**config.mk**
```make
export PLATFORM = sky130hd
export DESIGN_NAME = conv_frame_sequencer
export DESIGN_NICKNAME = d
export VERILOG_FILES = /design/src/rtl/conv_frame_sequencer.sv
export SDC_FILE = /design/constraint.sdc
export NUM_CORES = 1
export LEC_CHECK = 0
export ABC_AREA = 1
export CAP_MARGIN = 20
export CORE_MARGIN = 1.5
export CORE_UTILIZATION = 57
export CTS_CLUSTER_DIAMETER = 100
export CTS_CLUSTER_SIZE = 16
export DETAILED_ROUTE_END_ITERATION = 8
export PLACE_DENSITY = 0.86
export SLEW_MARGIN = 25
export SYNTH_ARGS = -nofsm -noshare
export SYNTH_HDL_FRONTEND = slang
export SYNTH_SLANG_ARGS = --single-unit
```
**constraint.sdc**
```tcl
create_clock -name clk -period 5.8 [get_ports clk]
set_clock_uncertainty 0.1 [all_clocks]
set_input_delay 0.87 -clock clk [delete_from_list [all_inputs] [get_ports clk]]
set_output_delay 0.87 -clock clk [all_outputs]
set_load 0.02 [all_outputs]
```
**src/rtl/conv_frame_sequencer.sv**
```systemverilog
// conv_frame_sequencer: start/done frame controller for the image_loader -> RGB_Process -> conv_kernel -> image_dumper path
module conv_frame_sequencer #(
    parameter int WIDTH         = 640,
    parameter int HEIGHT        = 480,
    parameter int COORD_W       = 13,
    parameter int KERNEL_WIDTH  = 4,
    parameter int OUT_PIXELS    = 307200,
    parameter int DRAIN_TIMEOUT = 4096
) (
    input  logic                      clk,
    input  logic                      reset,
    input  logic                      start,
    input  logic [2:0]                mode_i,
    input  logic                      in_valid,
    input  logic                      out_valid,
    output logic                      src_en,
    output logic [COORD_W-1:0]        row_o,
    output logic [COORD_W-1:0]        col_o,
    output logic [9*KERNEL_WIDTH-1:0] kernel_o,
    output logic                      sof_o,
    output logic                      eol_o,
    output logic                      eof_o,
    output logic                      busy_o,
    output logic                      done_o,
    output logic                      err_o,
    output logic [15:0]               frame_cnt
);
    localparam int OUT_W   = $clog2(OUT_PIXELS + 1);
    localparam int DRAIN_W = $clog2(DRAIN_TIMEOUT + 1);
    localparam logic [COORD_W-1:0] COL_LAST  = COORD_W'(WIDTH - 1);
    localparam logic [COORD_W-1:0] ROW_LAST  = COORD_W'(HEIGHT - 1);
    localparam logic [OUT_W-1:0]   OUT_MAX   = OUT_W'(OUT_PIXELS);
    localparam logic [DRAIN_W-1:0] DRAIN_END = DRAIN_W'(DRAIN_TIMEOUT - 1);

    typedef enum logic [1:0] {IDLE, RUN, DRAIN} state_t;

    state_t             state, state_nxt;
    logic [OUT_W-1:0]   out_cnt, out_cnt_nxt;
    logic [DRAIN_W-1:0] drain_cnt;
    logic               accept, last_pix, out_inc, out_full, timeout, start_ok;

    // coeff[r][c] packed row-major, index 0 is the top-left tap
    function automatic logic [9*KERNEL_WIDTH-1:0] kern(input logic [2:0] m);
        int k [9];
        logic [9*KERNEL_WIDTH-1:0] v;
        case (m)
            3'd1:    k = '{ 1,  1,  1,  1, 1,  1,  1,  1,  1};
            3'd2:    k = '{-1,  0,  1, -2, 0,  2, -1,  0,  1};
            3'd3:    k = '{-1, -2, -1,  0, 0,  0,  1,  2,  1};
            3'd4:    k = '{ 0, -1,  0, -1, 5, -1,  0, -1,  0};
            default: k = '{ 0,  0,  0,  0, 1,  0,  0,  0,  0};
        endcase
        v = '0;
        for (int i = 0; i < 9; i++) v[i*KERNEL_WIDTH +: KERNEL_WIDTH] = k[i][KERNEL_WIDTH-1:0];
        return v;
    endfunction

    assign src_en = (state == RUN);
    assign busy_o = (state != IDLE);

    // Accept/count qualifiers and next state; counting completion beats the timeout
    always_comb begin
        start_ok    = (state == IDLE) && start;
        accept      = (state == RUN) && in_valid;
        last_pix    = accept && (row_o == ROW_LAST) && (col_o == COL_LAST);
        out_inc     = (state != IDLE) && out_valid && (out_cnt != OUT_MAX);
        out_cnt_nxt = out_inc ? out_cnt + 1'b1 : out_cnt;
        out_full    = (state == DRAIN) && (out_cnt_nxt == OUT_MAX);
        timeout     = (state == DRAIN) && !out_full && (drain_cnt == DRAIN_END);
        state_nxt   = state;
        case (state)
            IDLE:    state_nxt = start ? RUN : IDLE;
            RUN:     state_nxt = last_pix ? DRAIN : RUN;
            DRAIN:   state_nxt = (out_full || timeout) ? IDLE : DRAIN;
            default: state_nxt = IDLE;
        endcase
    end

    // State, pixel coordinates, kernel latch, output counting and status flags
    always_ff @(posedge clk) begin
        if (reset) begin
            state     <= IDLE;
            row_o     <= '0;
            col_o     <= '0;
            kernel_o  <= kern(3'd0);
            sof_o     <= 1'b0;
            eol_o     <= 1'b0;
            eof_o     <= 1'b0;
            done_o    <= 1'b0;
            err_o     <= 1'b0;
            frame_cnt <= '0;
            out_cnt   <= '0;
            drain_cnt <= '0;
        end else begin
            state     <= state_nxt;
            sof_o     <= accept && (row_o == '0) && (col_o == '0);
            eol_o     <= accept && (col_o == COL_LAST);
            eof_o     <= last_pix;
            done_o    <= out_full || timeout;
            err_o     <= ((state == IDLE) && out_valid) || timeout || (err_o && !start_ok);
            drain_cnt <= (state == DRAIN) ? drain_cnt + 1'b1 : '0;
            out_cnt   <= start_ok ? '0 : out_cnt_nxt;
            if (start_ok) kernel_o <= kern(mode_i);
            if (out_full) frame_cnt <= frame_cnt + 16'd1;
            if (accept) begin
                col_o <= (col_o == COL_LAST) ? '0 : col_o + 1'b1;
                row_o <= last_pix ? '0 : (col_o == COL_LAST) ? row_o + 1'b1 : row_o;
            end
        end
    end
endmodule

```
==> flow_metrics.env, run 1 <==
export IMPL_cts_sinks=90
export IMPL_drt_iter0_markers=257
export IMPL_finalHoldViolations=0
export IMPL_diodes=0
export IMPL_dieHeight_um=97.6
export IMPL_finalWorstPathRequiredPeriod_ns=3.03
export IMPL_rows=34
export IMPL_whs_ns=0.371
export IMPL_fillCellCount=760
export IMPL_grt_max_degree=34
export IMPL_io_buffers=87
export IMPL_vias=4996
export IMPL_clock_path_buffers=2
export IMPL_rsz0062_at_grt="false"
export IMPL_seqCellArea_um2=1800
export IMPL_synth_xor_area_share_pct=3.95
export IMPL_tightest_slew_ns=0.692
export IMPL_final_net_count=820
export IMPL_routed_wl_um=13000
export IMPL_critPathKind="in -> reg"
export IMPL_drive_gt1_share_pct=8.43
export IMPL_synth_enable_flop_cells=0
export IMPL_ant_nets=0
export IMPL_drv_cap=0
export IMPL_min_path_type="reg -> reg"
export IMPL_dr_pass1_iters=5
export IMPL_synth_area_per_cell_um2=6.91
export IMPL_cts_repair_resize_count=0
export IMPL_cts_hold_buf=0
export IMPL_worst_ep_required_time_ns=5.92
export IMPL_syn_cell_area_um2=5100
export IMPL_start_util_pct=58.8
export IMPL_syn2layout_area_growth_pct=18.7
export IMPL_gp_congestion=0.911
export IMPL_r2r_cells=14
export IMPL_end_kind="flip-flop"
export IMPL_startpoint_type="input port"
export IMPL_insertion_delay_ns=0.36
export IMPL_synth_main_ff_cell="dfxtp_1"
export IMPL_die_w_um=97.6
export IMPL_cts_reportedPaths_clkPinSlew_ns=0.09
export IMPL_synth_seq_cells=90
export IMPL_grt_overflow_total=0
export IMPL_ys_seq_area_share_pct=35.3
export IMPL_dpl_cell_area_um2=5870
export IMPL_synthArstFlopShare_pct=0
export IMPL_power_density_nw_per_um2=190
export IMPL_cts_setup_buffers=0
export IMPL_muxShareOfSynthArea_pct=0
export IMPL_track_usage_pct=27.3
export IMPL_route_detailed_drc=0
export IMPL_final_cells=915
export IMPL_vdd_ir_drop_max_mv=0.143
export IMPL_hold_path_depth=1
export IMPL_cts_buffers=9
export IMPL_p_leak_nw=2.22
export IMPL_ys_types=39
export IMPL_crit_chain="clkdlybuf4s50_1 > inv_2 > nor2_8 > nand2_2 > nor2_2 > nand2_1 > nand2_1 > nand3_2 > nor2_4 > nand2_2 > nor2_8 > nand3_4 > nand2_1 > a21oi_1"
export IMPL_hpwl_um=9830
export IMPL_max_slew_margin_pct=53.8
export IMPL_crit_path_frequent_cell="nand2_1"
export IMPL_design_area_um2=6060
export IMPL_max_freq_ghz=0.330
export IMPL_arrival_ns=3.15
export IMPL_yosys_area_share_adder_pct=1.96
export IMPL_synth_top_family_by_area="simple AND/OR/NAND/NOR gates"
export IMPL_post_route_period_util_pct=52.2
export IMPL_viasPerCell=5.46
export IMPL_status="finished clean"
export IMPL_yosys_area_share_simple_pct=38.6
export IMPL_grt_pass1_wl_um=21500
export IMPL_antenna_found_initial=0
export IMPL_synthCells=738
export IMPL_num_io_pins=93
export IMPL_cts_tree="done"
export IMPL_cp_slowest_stage_delay_ns=0.50
export IMPL_core_area_um2=8680
export IMPL_post_drt_wl_per_cell_um=14.2
export IMPL_placed_cells=901
export IMPL_cts_root_buf="clkbuf_8"
export IMPL_setup_violations=0
export IMPL_cp_slowest_cell="clkdlybuf4s50_1"
export IMPL_die_area_um2=9530
export IMPL_setup_tns_ns=0
export IMPL_drv_slew=0
export IMPL_ys_warnings_count=0
export IMPL_multiInputGateArea_um2=2720
export IMPL_htreeDepth=3
export IMPL_critical_path_max_fanout=18
export IMPL_first_global_vias=4694
export IMPL_synth_compound_area_share_pct=8.31
-- cells in the final DEF (no fill, tap or decap), drive strengths merged, types with 2 or more instances in the layout --
cell type	netlist	routed
a21oi	49	49
buf	32	2
clkbuf	6	10
clkdlybuf4s50	0	87
conb	1	5
dfxtp	90	90
ha	8	8
inv	88	89
nand2	153	153
nand3	61	61
nand4	33	33
nor2	132	132
nor3	17	17
nor3b	4	4
nor4	7	7
o21ai	25	25
xnor2	6	6
xor2	17	17
-- cell type report --
| class | instances | share of cell area (%) |
|---|---|---|
| Clock buffer | 10 | 2.27 |
| Clock inverter | 4 | 0.847 |
| Inverter | 88 | 5.45 |
| Multi-Input combinational cell | 526 | 44.8 |
| Sequential cell | 90 | 29.7 |
| Tap cell | 108 | 2.23 |
| Timing Repair Buffer | 89 | 14.6 |
-- final timing paths --
kind | start | endpoint | slack, ns
worst min register to register | drain_cnt[0] | drain_cnt[0] | 0.37
worst max-delay path | out_valid | frame_cnt[15] | 2.77
worst min-delay path | drain_cnt[0] | drain_cnt[0] | 0.37
worst max register to register | out_cnt[1] | frame_cnt[15] | 3.09
-- routing by layer --
layer  part of all wire, %  track usage [%]  wire [um]  up-vias
li1                      -                -          -     2501
met1                    45             35.0       5820     2283
met2                    46             44.7       6020      186
met3                   6.5             5.76        842       26
met4                   2.7             11.1        350        0
met5                     0                0          0        -
-- registers in the layout (all words and copies together) (netlist names) --
signal	cells
row_o	13
kernel_o	9
col_o	13
eol_o	1
eof_o	1
state	2
frame_cnt	16
sof_o	1
err_o	1
drain_cnt	13
done_o	1
out_cnt	19
-- power breakdown --
group          internal (mW)  switching [mW]  total, mW
Sequential             0.622         0.00579      0.628
Clock                  0.207           0.225      0.432
Combinational         0.0331          0.0578     0.0909
-- cell families (layout without fill, tap and decap cells) --
kind of cell               Yosys count  count (layout)
and+or+nand+nor                    410             410
buffers and inverters              126             191
DFF                                 90              90
AOI/OAI and AO/OA                   80              80
xor gates and xnor gates            23              23
adders and majority gates            8               8
other                                1               5
-- critical path, delay by kind of cell --
kind                   cells  cell delay, ns
and+or+nand+nor           11            1.61
AOI/OAI and AO/OA          1            0.07
buffers and inverters      2            0.57
-- through the flow --
step	power [mW]	util [%]	setup WS [ns]
after global placement	0.731	67.6	2.51
after detailed placement	0.733	67.6	2.43
final	1.15	69.8	2.77
after CTS	1.16	69.8	2.79
after global routing	1.19	69.8	2.58
after floorplan	0.706	-	3.27
-- Yosys cell counts, types with 5 or more instances --
library cell	number	area [um^2]
a21oi_1	49	245
buf_4	27	203
clkbuf_1	6	22.5
dfxtp_1	90	1800
ha_1	8	100
inv_1	78	293
inv_2	10	37.5
nand2_1	139	522
nand2_2	14	87.6
nand3_1	54	270
nand3_2	5	50.1
nand4_1	33	206
nor2_1	115	432
nor2_2	8	50.1
nor2_4	6	67.6
nor3_1	16	80.1
nor4_1	7	43.8
o21ai_0	20	100
xnor2_1	6	52.6
xor2_1	17	149
No activity file was read; power rests on OpenSTA's default activity.
==> inputs of run 2 (changes only) <==
--- a/config.mk
+++ b/config.mk
@@ -8,11 +8,11 @@
 export ABC_AREA = 1
 export CAP_MARGIN = 20
 export CORE_MARGIN = 1.5
-export CORE_UTILIZATION = 57
+export CORE_UTILIZATION = 53
 export CTS_CLUSTER_DIAMETER = 100
 export CTS_CLUSTER_SIZE = 16
 export DETAILED_ROUTE_END_ITERATION = 8
-export PLACE_DENSITY = 0.86
+export PLACE_DENSITY = 0.81
 export SLEW_MARGIN = 25
 export SYNTH_ARGS = -nofsm -noshare
 export SYNTH_HDL_FRONTEND = slang
==> constraint.sdc (replaced) <==
create_clock -name clk -period 3.1 [get_ports clk]
set_clock_uncertainty 0.1 [all_clocks]
set_input_delay 0.465 -clock clk [delete_from_list [all_inputs] [get_ports clk]]
set_output_delay 0.465 -clock clk [all_outputs]
set_load 0.02 [all_outputs]
==> flow_metrics.env, run 2 (same netlist as run 1, synthesis figures left out) <==
export IMPL_vdd_ir_drop_max_mv=0.226
export IMPL_num_io_pins=93
export IMPL_final_setup_worst_slack_ns=0.428
export IMPL_routed_wl_um=13000
export IMPL_arrival_ns=2.82
export IMPL_p_leak_nw=2.24
export IMPL_htreeDepth=3
export IMPL_cts_tree="done"
export IMPL_finalHoldViolations=0
export IMPL_max_slew_margin_pct=54.3
export IMPL_die_area_um2=10200
export IMPL_first_global_vias=4510
export IMPL_worst_ep_required_time_ns=3.24
export IMPL_final_common_cell="nand2_1"
export IMPL_insertion_delay_ns=0.37
export IMPL_ant_nets=0
export IMPL_power_density_nw_per_um2=360
export IMPL_start_util_pct=54.9
export IMPL_cts_repair_resize_count=0
export IMPL_final_core_util_pct=66.0
export IMPL_antenna_found_initial=0
export IMPL_hold_path_depth=1
export IMPL_crit_chain="clkdlybuf4s50_1 > inv_2 > nor2_8 > nand3_4 > xor2_1 > nand2_1 > nor2_4 > nand3_2 > nor2_8 > nand3_4 > nand2_1 > a21oi_1"
export IMPL_top_register="out_cnt"
export IMPL_drt_iter0_markers=259
export IMPL_setup_tns_ns=0
export IMPL_status="finished clean"
export IMPL_drv_slew=0
export IMPL_rsz0062_at_grt="false"
export IMPL_track_usage_pct=25.7
export IMPL_clock_path_buffers=2
export IMPL_min_path_type="reg -> reg"
export IMPL_syn2layout_area_growth_pct=20.1
export IMPL_cts_hold_buf=0
export IMPL_dr_pass1_iters=6
export IMPL_startpoint_type="input port"
export IMPL_r2r_cells=12
export IMPL_core_area_um2=9280
export IMPL_critPathKind="in -> reg"
export IMPL_cts_root_buf="clkbuf_8"
export IMPL_post_drt_wl_per_cell_um=13.8
export IMPL_hpwl_um=9860
export IMPL_cp_num_buf_inv=2
export IMPL_diodes=0
export IMPL_crit_family="simple AND/OR/NAND/NOR gates"
export IMPL_drv_cap=0
export IMPL_setup_violations=0
export IMPL_dp_slack_ns=0.0900
export IMPL_gp_congestion=0.950
export IMPL_cp_depth=12
export IMPL_viasPerCell=5.28
export IMPL_max_freq_ghz=0.374
export IMPL_vias=4967
export IMPL_cts_setup_buffers=0
export IMPL_cts_sinks=90
export IMPL_largest_register_ffs=19
export IMPL_die_w_um=101
export IMPL_grt_pass1_wl_um=21100
export IMPL_tightest_slew_ns=0.685
export IMPL_io_buffers=87
export IMPL_post_route_period_util_pct=86.2
export IMPL_cp_slowest_cell="clkdlybuf4s50_1"
export IMPL_cts_reportedPaths_clkPinSlew_ns=0.10
export IMPL_route_detailed_drc=0
export IMPL_grt_overflow_total=0
export IMPL_p_total_mw=2.20
export IMPL_final_cell_mix="nand2_1, nor2_1, dfxtp_1"
export IMPL_final_net_count=823
export IMPL_cp_slowest_stage_delay_ns=0.52
export IMPL_rows=35
export IMPL_grt_max_degree=31
export IMPL_cts_buffers=9
export IMPL_finalWorstPathRequiredPeriod_ns=2.67
export IMPL_drive_gt1_share_pct=8.87
export IMPL_critical_path_max_fanout=18
export IMPL_end_kind="flip-flop"
export IMPL_reg_top3="out_cnt x19, frame_cnt x16"
export IMPL_dieHeight_um=101
run 2: cell type report:
type	instances	area (um^2)
timing repair buffer	92	908
clock buffer	11	141
multi-input combinational	526	2720
fill	832	3160
tap	129	161
sequential	90	1800
inverter	88	330
clock inverter	5	70.1
run 2: worst paths after layout:
check	from	endpoint	slack [ns]
max reg2reg	out_cnt[1]	frame_cnt[10]	0.48
min reg2reg	drain_cnt[0]	drain_cnt[0]	0.36
max	out_valid	frame_cnt[10]	0.43
min	drain_cnt[0]	drain_cnt[0]	0.36
run 2: metrics by stage:
step                cell area [um^2]  hold slack, ns  std cells
floorplan                       5120           0.318        742
CTS                             6130           0.364        941
global route                    6130           0.393        941
detailed placement              5920           0.344        925
global placement                5920           0.329        925
finish                          6130           0.359        941
run 2: per-layer routing:
| layer | track usage [%] | vias to the layer above | wire [um] |
|---|---|---|---|
| met4 | 7.26 | 0 | 182 |
| li1 | - | 2501 | - |
| met5 | 0 | - | 0 |
| met2 | 42.5 | 184 | 6030 |
| met3 | 4.85 | 18 | 922 |
| met1 | 34.4 | 2264 | 5900 |
run 2: where the power goes:
| group | total (mW) | leakage (nW) | switching (mW) | internal (mW) |
|---|---|---|---|---|
| combinational | 0.171 | 1.41 | 0.108 | 0.0632 |
| clock | 0.858 | 0.108 | 0.447 | 0.411 |
| sequential | 1.18 | 0.726 | 0.0107 | 1.16 |
| total | 2.20 | 2.24 | 0.565 | 1.64 |
==> inputs of run 3 (changes only) <==
--- a/config.mk
+++ b/config.mk
@@ -7,12 +7,14 @@
 export LEC_CHECK = 0
 export ABC_AREA = 1
 export CAP_MARGIN = 20
+export CELL_PAD_IN_SITES_DETAIL_PLACEMENT = 2
+export CELL_PAD_IN_SITES_GLOBAL_PLACEMENT = 2
 export CORE_MARGIN = 1.5
-export CORE_UTILIZATION = 53
+export CORE_UTILIZATION = 29
 export CTS_CLUSTER_DIAMETER = 100
 export CTS_CLUSTER_SIZE = 16
 export DETAILED_ROUTE_END_ITERATION = 8
-export PLACE_DENSITY = 0.81
+export PLACE_DENSITY_LB_ADDON = 0.1
 export SLEW_MARGIN = 25
 export SYNTH_ARGS = -nofsm -noshare
 export SYNTH_HDL_FRONTEND = slang
==> flow_metrics.env, run 3 (same netlist as run 1, synthesis figures left out) <==
export IMPL_status="finished clean"
export IMPL_finalHoldViolations=0
export IMPL_grt_max_degree=21
export IMPL_cts_repair_resize_count=0
export IMPL_antenna_found_initial=1
export IMPL_setup_tns_ns=0
export IMPL_hold_path_depth=2
export IMPL_die_w_um=136
export IMPL_num_io_pins=93
export IMPL_track_usage_pct=19.6
export IMPL_whs_ns=0.365
export IMPL_grt_overflow_total=0
export IMPL_worst_ep_required_time_ns=3.28
export IMPL_cts_tree="done"
export IMPL_final_common_cell="nand2_1"
export IMPL_vias=5068
export IMPL_startpoint_type="flip-flop"
export IMPL_final_core_util_pct=36.8
export IMPL_placed_cells=1023
export IMPL_max_slew_margin_pct=52.6
export IMPL_r2r_cells=14
export IMPL_r2r_setup_slack_ns=0.43
export IMPL_p_clk_share_pct=45.1
export IMPL_die_area_um2=18400
export IMPL_ant_nets=0
export IMPL_rsz0062_at_grt="false"
export IMPL_dieHeight_um=136
export IMPL_critPathKind="reg -> reg"
export IMPL_cts_root_buf="clkbuf_16"
export IMPL_start_util_pct=29.6
export IMPL_post_drt_wl_per_cell_um=16.6
export IMPL_clock_path_buffers=2
export IMPL_power_density_nw_per_um2=389
export IMPL_final_net_count=825
export IMPL_switching_share_pct=25.0
export IMPL_top_register="out_cnt"
export IMPL_rr_startpoint="out_cnt[1]"
export IMPL_startpoint="out_cnt[1]"
export IMPL_min_path_type="reg -> reg"
export IMPL_max_freq_ghz=0.375
export IMPL_io_buffers=87
export IMPL_cts_reportedPaths_clkPinSlew_ns=0.07
export IMPL_largest_register_ffs=19
export IMPL_cts_buffers=9
export IMPL_final_cell_mix="nand2_1, nor2_1, dfxtp_1"
export IMPL_dr_pass1_iters=4
export IMPL_final_cells=1038
export IMPL_gp_congestion=0.811
export IMPL_rows=48
export IMPL_cts_hold_buf=0
export IMPL_drv_cap=0
export IMPL_critical_path_max_fanout=11
export IMPL_internal_power_mw=1.85
export IMPL_drive_gt1_share_pct=8.98
export IMPL_net_switching_power_mw=0.617
export IMPL_sequentialPowerShare_pct=47.7
export IMPL_p_total_mw=2.47
export IMPL_htreeDepth=3
export IMPL_grt_pass1_wl_um=28200
export IMPL_hpwl_um=13600
export IMPL_core_area_um2=17200
export IMPL_drt_iter0_markers=194
export IMPL_finalWorstPathRequiredPeriod_ns=2.67
export IMPL_setup_violations=0
export IMPL_min_from="drain_cnt[9]"
export IMPL_cts_sinks=90
export IMPL_tightest_slew_ns=0.710
export IMPL_power_frac_comb_pct=7.3
export IMPL_vdd_ir_drop_max_mv=0.244
export IMPL_insertion_delay_ns=0.36
export IMPL_rr_endpoint="frame_cnt[2]"
export IMPL_p_leak_nw=2.28
export IMPL_post_route_period_util_pct=86.1
export IMPL_end_kind="flip-flop"
export IMPL_syn2layout_area_growth_pct=24.2
export IMPL_arrival_ns=2.85
export IMPL_cts_setup_buffers=0
export IMPL_reg_top3="out_cnt x19, frame_cnt x16"
export IMPL_route_detailed_drc=0
export IMPL_whs_endpoint="drain_cnt[9]"
export IMPL_routed_wl_um=17300
export IMPL_first_global_vias=5445
export IMPL_viasPerCell=4.88
export IMPL_drv_slew=0
export IMPL_diodes=0
==> run 3: stage by stage <==
step	area, um^2	worst slack [ns]
floorplan	5120	0.882
global placement	6050	0.274
detailed placement	6050	0.134
CTS	6340	0.365
global route	6340	0.130
finish	6340	0.431
==> run 3: routing by layer <==
metal,wire length [um],track usage [%],up-vias,part of all wire (%)
met3,609,4.26,18,3.5
met5,17,0,-,0.099
li1,-,-,2505,-
met2,8420,33.8,79,49
met4,214,5.14,2,1.2
met1,8000,24.7,2464,46
==> run 3: how the worst max path moves through the flow <==
stage	end	slack, ns
CTS	frame_cnt[2]	0.36
global placement	frame_cnt[3]	0.27
detailed placement	frame_cnt[2]	0.13
floorplan	row_o[9]	0.88
global route	frame_cnt[13]	0.13
finish	frame_cnt[2]	0.43
==> run 3: power groups by stage <==
stage               logic, mW  clock network [mW]  registers (mW)
floorplan               0.113                   0            1.21
global placement        0.178                   0            1.20
detailed placement      0.181                   0            1.20
CTS                     0.182                1.14            1.18
global route            0.195                1.20            1.18
finish                  0.179                1.11            1.18
==> run 3: final cells by class <==
cell class | instances | area (um^2)
clock buffers | 10 | 229
flip-flops and latches | 90 | 1800
multi-input cells | 526 | 2720
fillers | 2037 | 10900
inverters | 88 | 330
clock inverters | 5 | 56.3
repair buffers | 94 | 923
well taps | 225 | 282
==> run 3: critical path: stages (launching register included) <==
cell	delay, ns
dfxtp_1	0.39
ha_1	0.27
nand3_1	0.16
inv_2	0.14
nand3_1	0.09
nor2_1	0.20
nand3_1	0.10
nand2_1	0.18
nand2_2	0.09
nor2_4	0.11
nand2_2	0.09
nor2_8	0.16
buf_4	0.22
nand4_1	0.11
a21oi_1	0.17
==> edit 1: new RTL, settings of run 2 <==
Set the parameter `DRAIN_TIMEOUT` to 1024 (it was 4096).
--- a/src/rtl/conv_frame_sequencer.sv
+++ b/src/rtl/conv_frame_sequencer.sv
@@ -6,5 +6,5 @@
     parameter int KERNEL_WIDTH  = 4,
     parameter int OUT_PIXELS    = 307200,
-    parameter int DRAIN_TIMEOUT = 4096
+    parameter int DRAIN_TIMEOUT = 1024
 ) (
     input  logic                      clk,
Formal check against the unedited RTL: no difference found for any inputs over 10 cycles, from zero or initial values and one cycle with reset high; that may be too few to reach the edited logic, so the function may still have changed.
==> edit 1 against run 2 <==
Sequential cell count is 2 lower. Total power increased by 2.8%. Combinational power is 7% higher. Clock power increased by 8.4%. Fmax rose by 2.0%. Setup slack improved by 0.051 ns. Utilization fell by 0.51 points. Wire length shrank 5.4%. Synthesized cell count shrank 2.0%. Design area down 1.7%. Area after synthesis decreased by 1.8%.
==> edit 1: results (changes against run 2) <==
* Outcome: completed
- Depth of the most critical reg-to-reg path: 13 (+1)
* Largest vdd supply drop: 192 uV (-15%)
- The count of nets after finishing was 807 (-1.9%).
- The worst register-to-register path begins at state[0].
* Most frequent cells after synthesis: sky130_fd_sc_hd__nand2_1 (149), sky130_fd_sc_hd__nor2_1 (100), sky130_fd_sc_hd__dfxtp_1 (88), sky130_fd_sc_hd__inv_1 (88), sky130_fd_sc_hd__nand3_1 (53)
- The routed length on met3 was 646 um (-30%).
- The global routing met3 resource utilization is 0.0446 (-0.00398).
- The cell count after synthesis is 723 (-2.0%).
- The maximum net fanout on the critical path came to 8 (-10).
- Fraction of the mapped netlist area in adder cells: 0.0200 (+0.000368)
- The largest net degree at the start of global routing came to 28 (-9.7%).
- Met2 GRT Util: 0.452 (+0.0272)
- The clock-pin slew on the worst setup and hold paths was 0.08 ns (-0.02 ns).
- Vias in the first global route: 4566 (+1.2%)
- The wire length per cell after detailed routing is 13.6 um (-1.7%).
* M1 wire length: 5.43 mm (-7.9%)
- Detailed-placement wirelength estimate: 9.19 mm (-6.8%)
- The number of detailed-routing iterations run before antenna repair was 5 (-1).
- Max incr delay on CP: 0.46 ns (-0.06 ns)
* Highest-delay cell along the critical path: sky130_fd_sc_hd__dfxtp_1
- The met1 usage in global routing is 0.316 (-0.0279).
* Setup slack of the most critical reg-to-reg path: 0.48 ns (about the same)
- Worst setup timing slack at the placement stage: 0.174 ns (+0.0845 ns)
- By area the synthesized netlist is led by sky130_fd_sc_hd__dfxtp_1 (35%), sky130_fd_sc_hd__nand2_1 (11%), sky130_fd_sc_hd__nor2_1 (7.5%), sky130_fd_sc_hd__inv_1 (6.6%), sky130_fd_sc_hd__nand3_1 (5.3%).
* Sw Ratio: 0.233 (-0.0238)
* Length of routed met2 wiring: 6.06 mm (+0.61%)
* Pwr dens: 376 nW/um^2 (+4.6%)
- The hold slack came to 0.351 ns (-0.00774 ns).
- Instance area after placement: 5790 um^2 (-2.1%)
- The number of distinct standard cells referenced by the synthesized netlist was 45 (+15%).
* Sequential cell area fraction in the yosys report: 0.352 (-0.00138)
- The number of inserted filler cells in the final layout was 811 (-2.5%).
- The compound-cell area share of the yosys netlist is 0.0745 (-0.00869).
## edit 1: area by class of cell
| cell class | instances | area share |
|---|---|---|
| clock buffers | 9 | 0.0206 |
| flip-flops and latches | 88 | 0.292 |
| repair buffers | 92 | 0.151 |
| well taps | 111 | 0.0231 |
| multi-input cells | 510 | 0.439 |
| inverters | 90 | 0.0561 |
| clock inverters | 5 | 0.0177 |
## edit 1: worst max path at each step
stage	startpoint	endpoint	slack (ns)	cells past startpoint
floorplan	out_cnt[0]	frame_cnt[5]	0.84	13
global placement	out_valid	state[1]	0.28	13
detailed placement	out_valid	frame_cnt[7]	0.17	12
CTS	out_cnt[0]	frame_cnt[10]	0.46	12
global route	out_cnt[0]	frame_cnt[15]	0.18	12
finish	state[0]	row_o[0]	0.48	13
## edit 1: worst max-delay path: cells and delay by family, from the launching register on
kind	cells	cell delay, ns
AO/OA/AOI/OAI	1	0.15
flip-flops	1	0.46
buffers and inverters	1	0.11
AND/OR/NAND/NOR	11	1.67
==> edit 2: new RTL, flow settings as in run 2 <==
Made on the original files. Reset style: asynchronous (`reset`), changed in one clocked block.
--- a/src/rtl/conv_frame_sequencer.sv
+++ b/src/rtl/conv_frame_sequencer.sv
@@ -78,5 +78,5 @@
 
     // State, pixel coordinates, kernel latch, output counting and status flags
-    always_ff @(posedge clk) begin
+    always_ff @(posedge clk or posedge reset) begin
         if (reset) begin
             state     <= IDLE;
Behaviour: differs if reset is asserted again (counterexample within 4 cycles, from zero or initial values and one cycle with reset high); with reset held inactive, the same outputs for 10 cycles.
==> edit 2 against run 2 <==
Setup slack gained 0.095 ns. Sequential cell count is the same. Wire length grew 5.1%. Area after synthesis grew 9.5%. Design area grew 8.3%. Synthesized cell count grew 0.95%. Critical path depth grew 2. Critical endpoint is now frame_cnt[8].
Power is not compared: it rests on default switching activity, and its combinational part moved more than twofold at a synthesized area within 25%.
==> edit 2: results (changes against run 2) <==
- Outcome: completed
* Sequential cell area fraction in the yosys report: 0.403 (+0.0501)
- The share of synthesized cell area in full adder, half adder and majority cells was 0.0179 (-0.00171).
- The pre-CTS worst setup slack is 0.221 ns (+0.131 ns).
- Counting instances in the post-synthesis netlist gives the leading cell types as sky130_fd_sc_hd__nand2_1 (174), sky130_fd_sc_hd__nor2_1 (102), sky130_fd_sc_hd__inv_1 (91).
- Proportion of cell area occupied by registers: 0.339 (+0.0454)
- Maximum number of pins on one net before global-route repair: 61 (+97%)
* Nets@finish: 829 (+0.73%)
- GPL Wtd Cong: 0.968 (+1.9%)
* Non-clock inverter count in the final layout: 94 (+6.8%)
- Vias in the first global route: 4950 (+9.8%)
* Count of different cell masters after synthesis: 44 (+13%)
* Detailed-placement wirelength estimate: 10.2 mm (+3.0%)
* Top area cells in the synthesized netlist: sky130_fd_sc_hd__dfrtp_1 (40%), sky130_fd_sc_hd__nand2_1 (12%), sky130_fd_sc_hd__nor2_1 (6.9%), sky130_fd_sc_hd__inv_1 (6.1%), sky130_fd_sc_hd__nand3_1 (5.5%)
* Total global-route track usage: 0.255 (-0.00210)
- Max incr delay on CP: 0.43 ns (-0.09 ns)
* FF+latch count: 90 (unchanged)
- XOR/XNOR Fraction of Synth Area: 0.0439 (+0.00440)
- Arrival time of the worst setup path: 2.78 ns (-0.04 ns)
- The number of detailed-routing iterations run before antenna repair was 7 (+1).
* Area of the multi-input gates: 2710 um^2 (about the same)
* Routed via count divided by cell count: 5.40 (+2.4%)
- Share of layout cells above drive strength 1: 0.0709 (-0.0178)
* Wire length of the first global-routing pass: 23.1 mm (+9.8%)
* CP Max Fanout: 16 (-2)
- The buffer share of cell area came to 0.139 (-0.00951).
- Proportion of synthesized area in mux cells: 0.00202 (+0.00202)
==> edit 2: final timing paths <==
kind | startpoint | end | slack, ns | cells after the start
max in group asynchronous | reset | kernel_o[16] | 1.81 | 3
hold / removal | reset | col_o[12] | 0.35 | 2
min in group clk | drain_cnt[0] | drain_cnt[0] | 0.40 | 1
hold reg to reg | drain_cnt[0] | drain_cnt[0] | 0.40 | 1
setup reg to reg | out_cnt[0] | frame_cnt[8] | 0.52 | 14
setup / recovery | out_cnt[0] | frame_cnt[8] | 0.52 | 14
==> edit 2: routing by layer <==
layer | global-route usage | up-vias | share of wire
li1 | - | 2508 | -
met1 | 0.336 | 2448 | 0.42
met2 | 0.424 | 170 | 0.51
met3 | 0.0476 | 28 | 0.054
met4 | 0.0840 | 0 | 0.020
met5 | 0 | - | 0
==> edit 2: through the flow <==
stage | cell area (um^2) | cells
CTS | 6640 | 954
floorplan | 5600 | 749
detailed placement | 6410 | 938
finish | 6640 | 954
global placement | 6410 | 938
global route | 6640 | 954
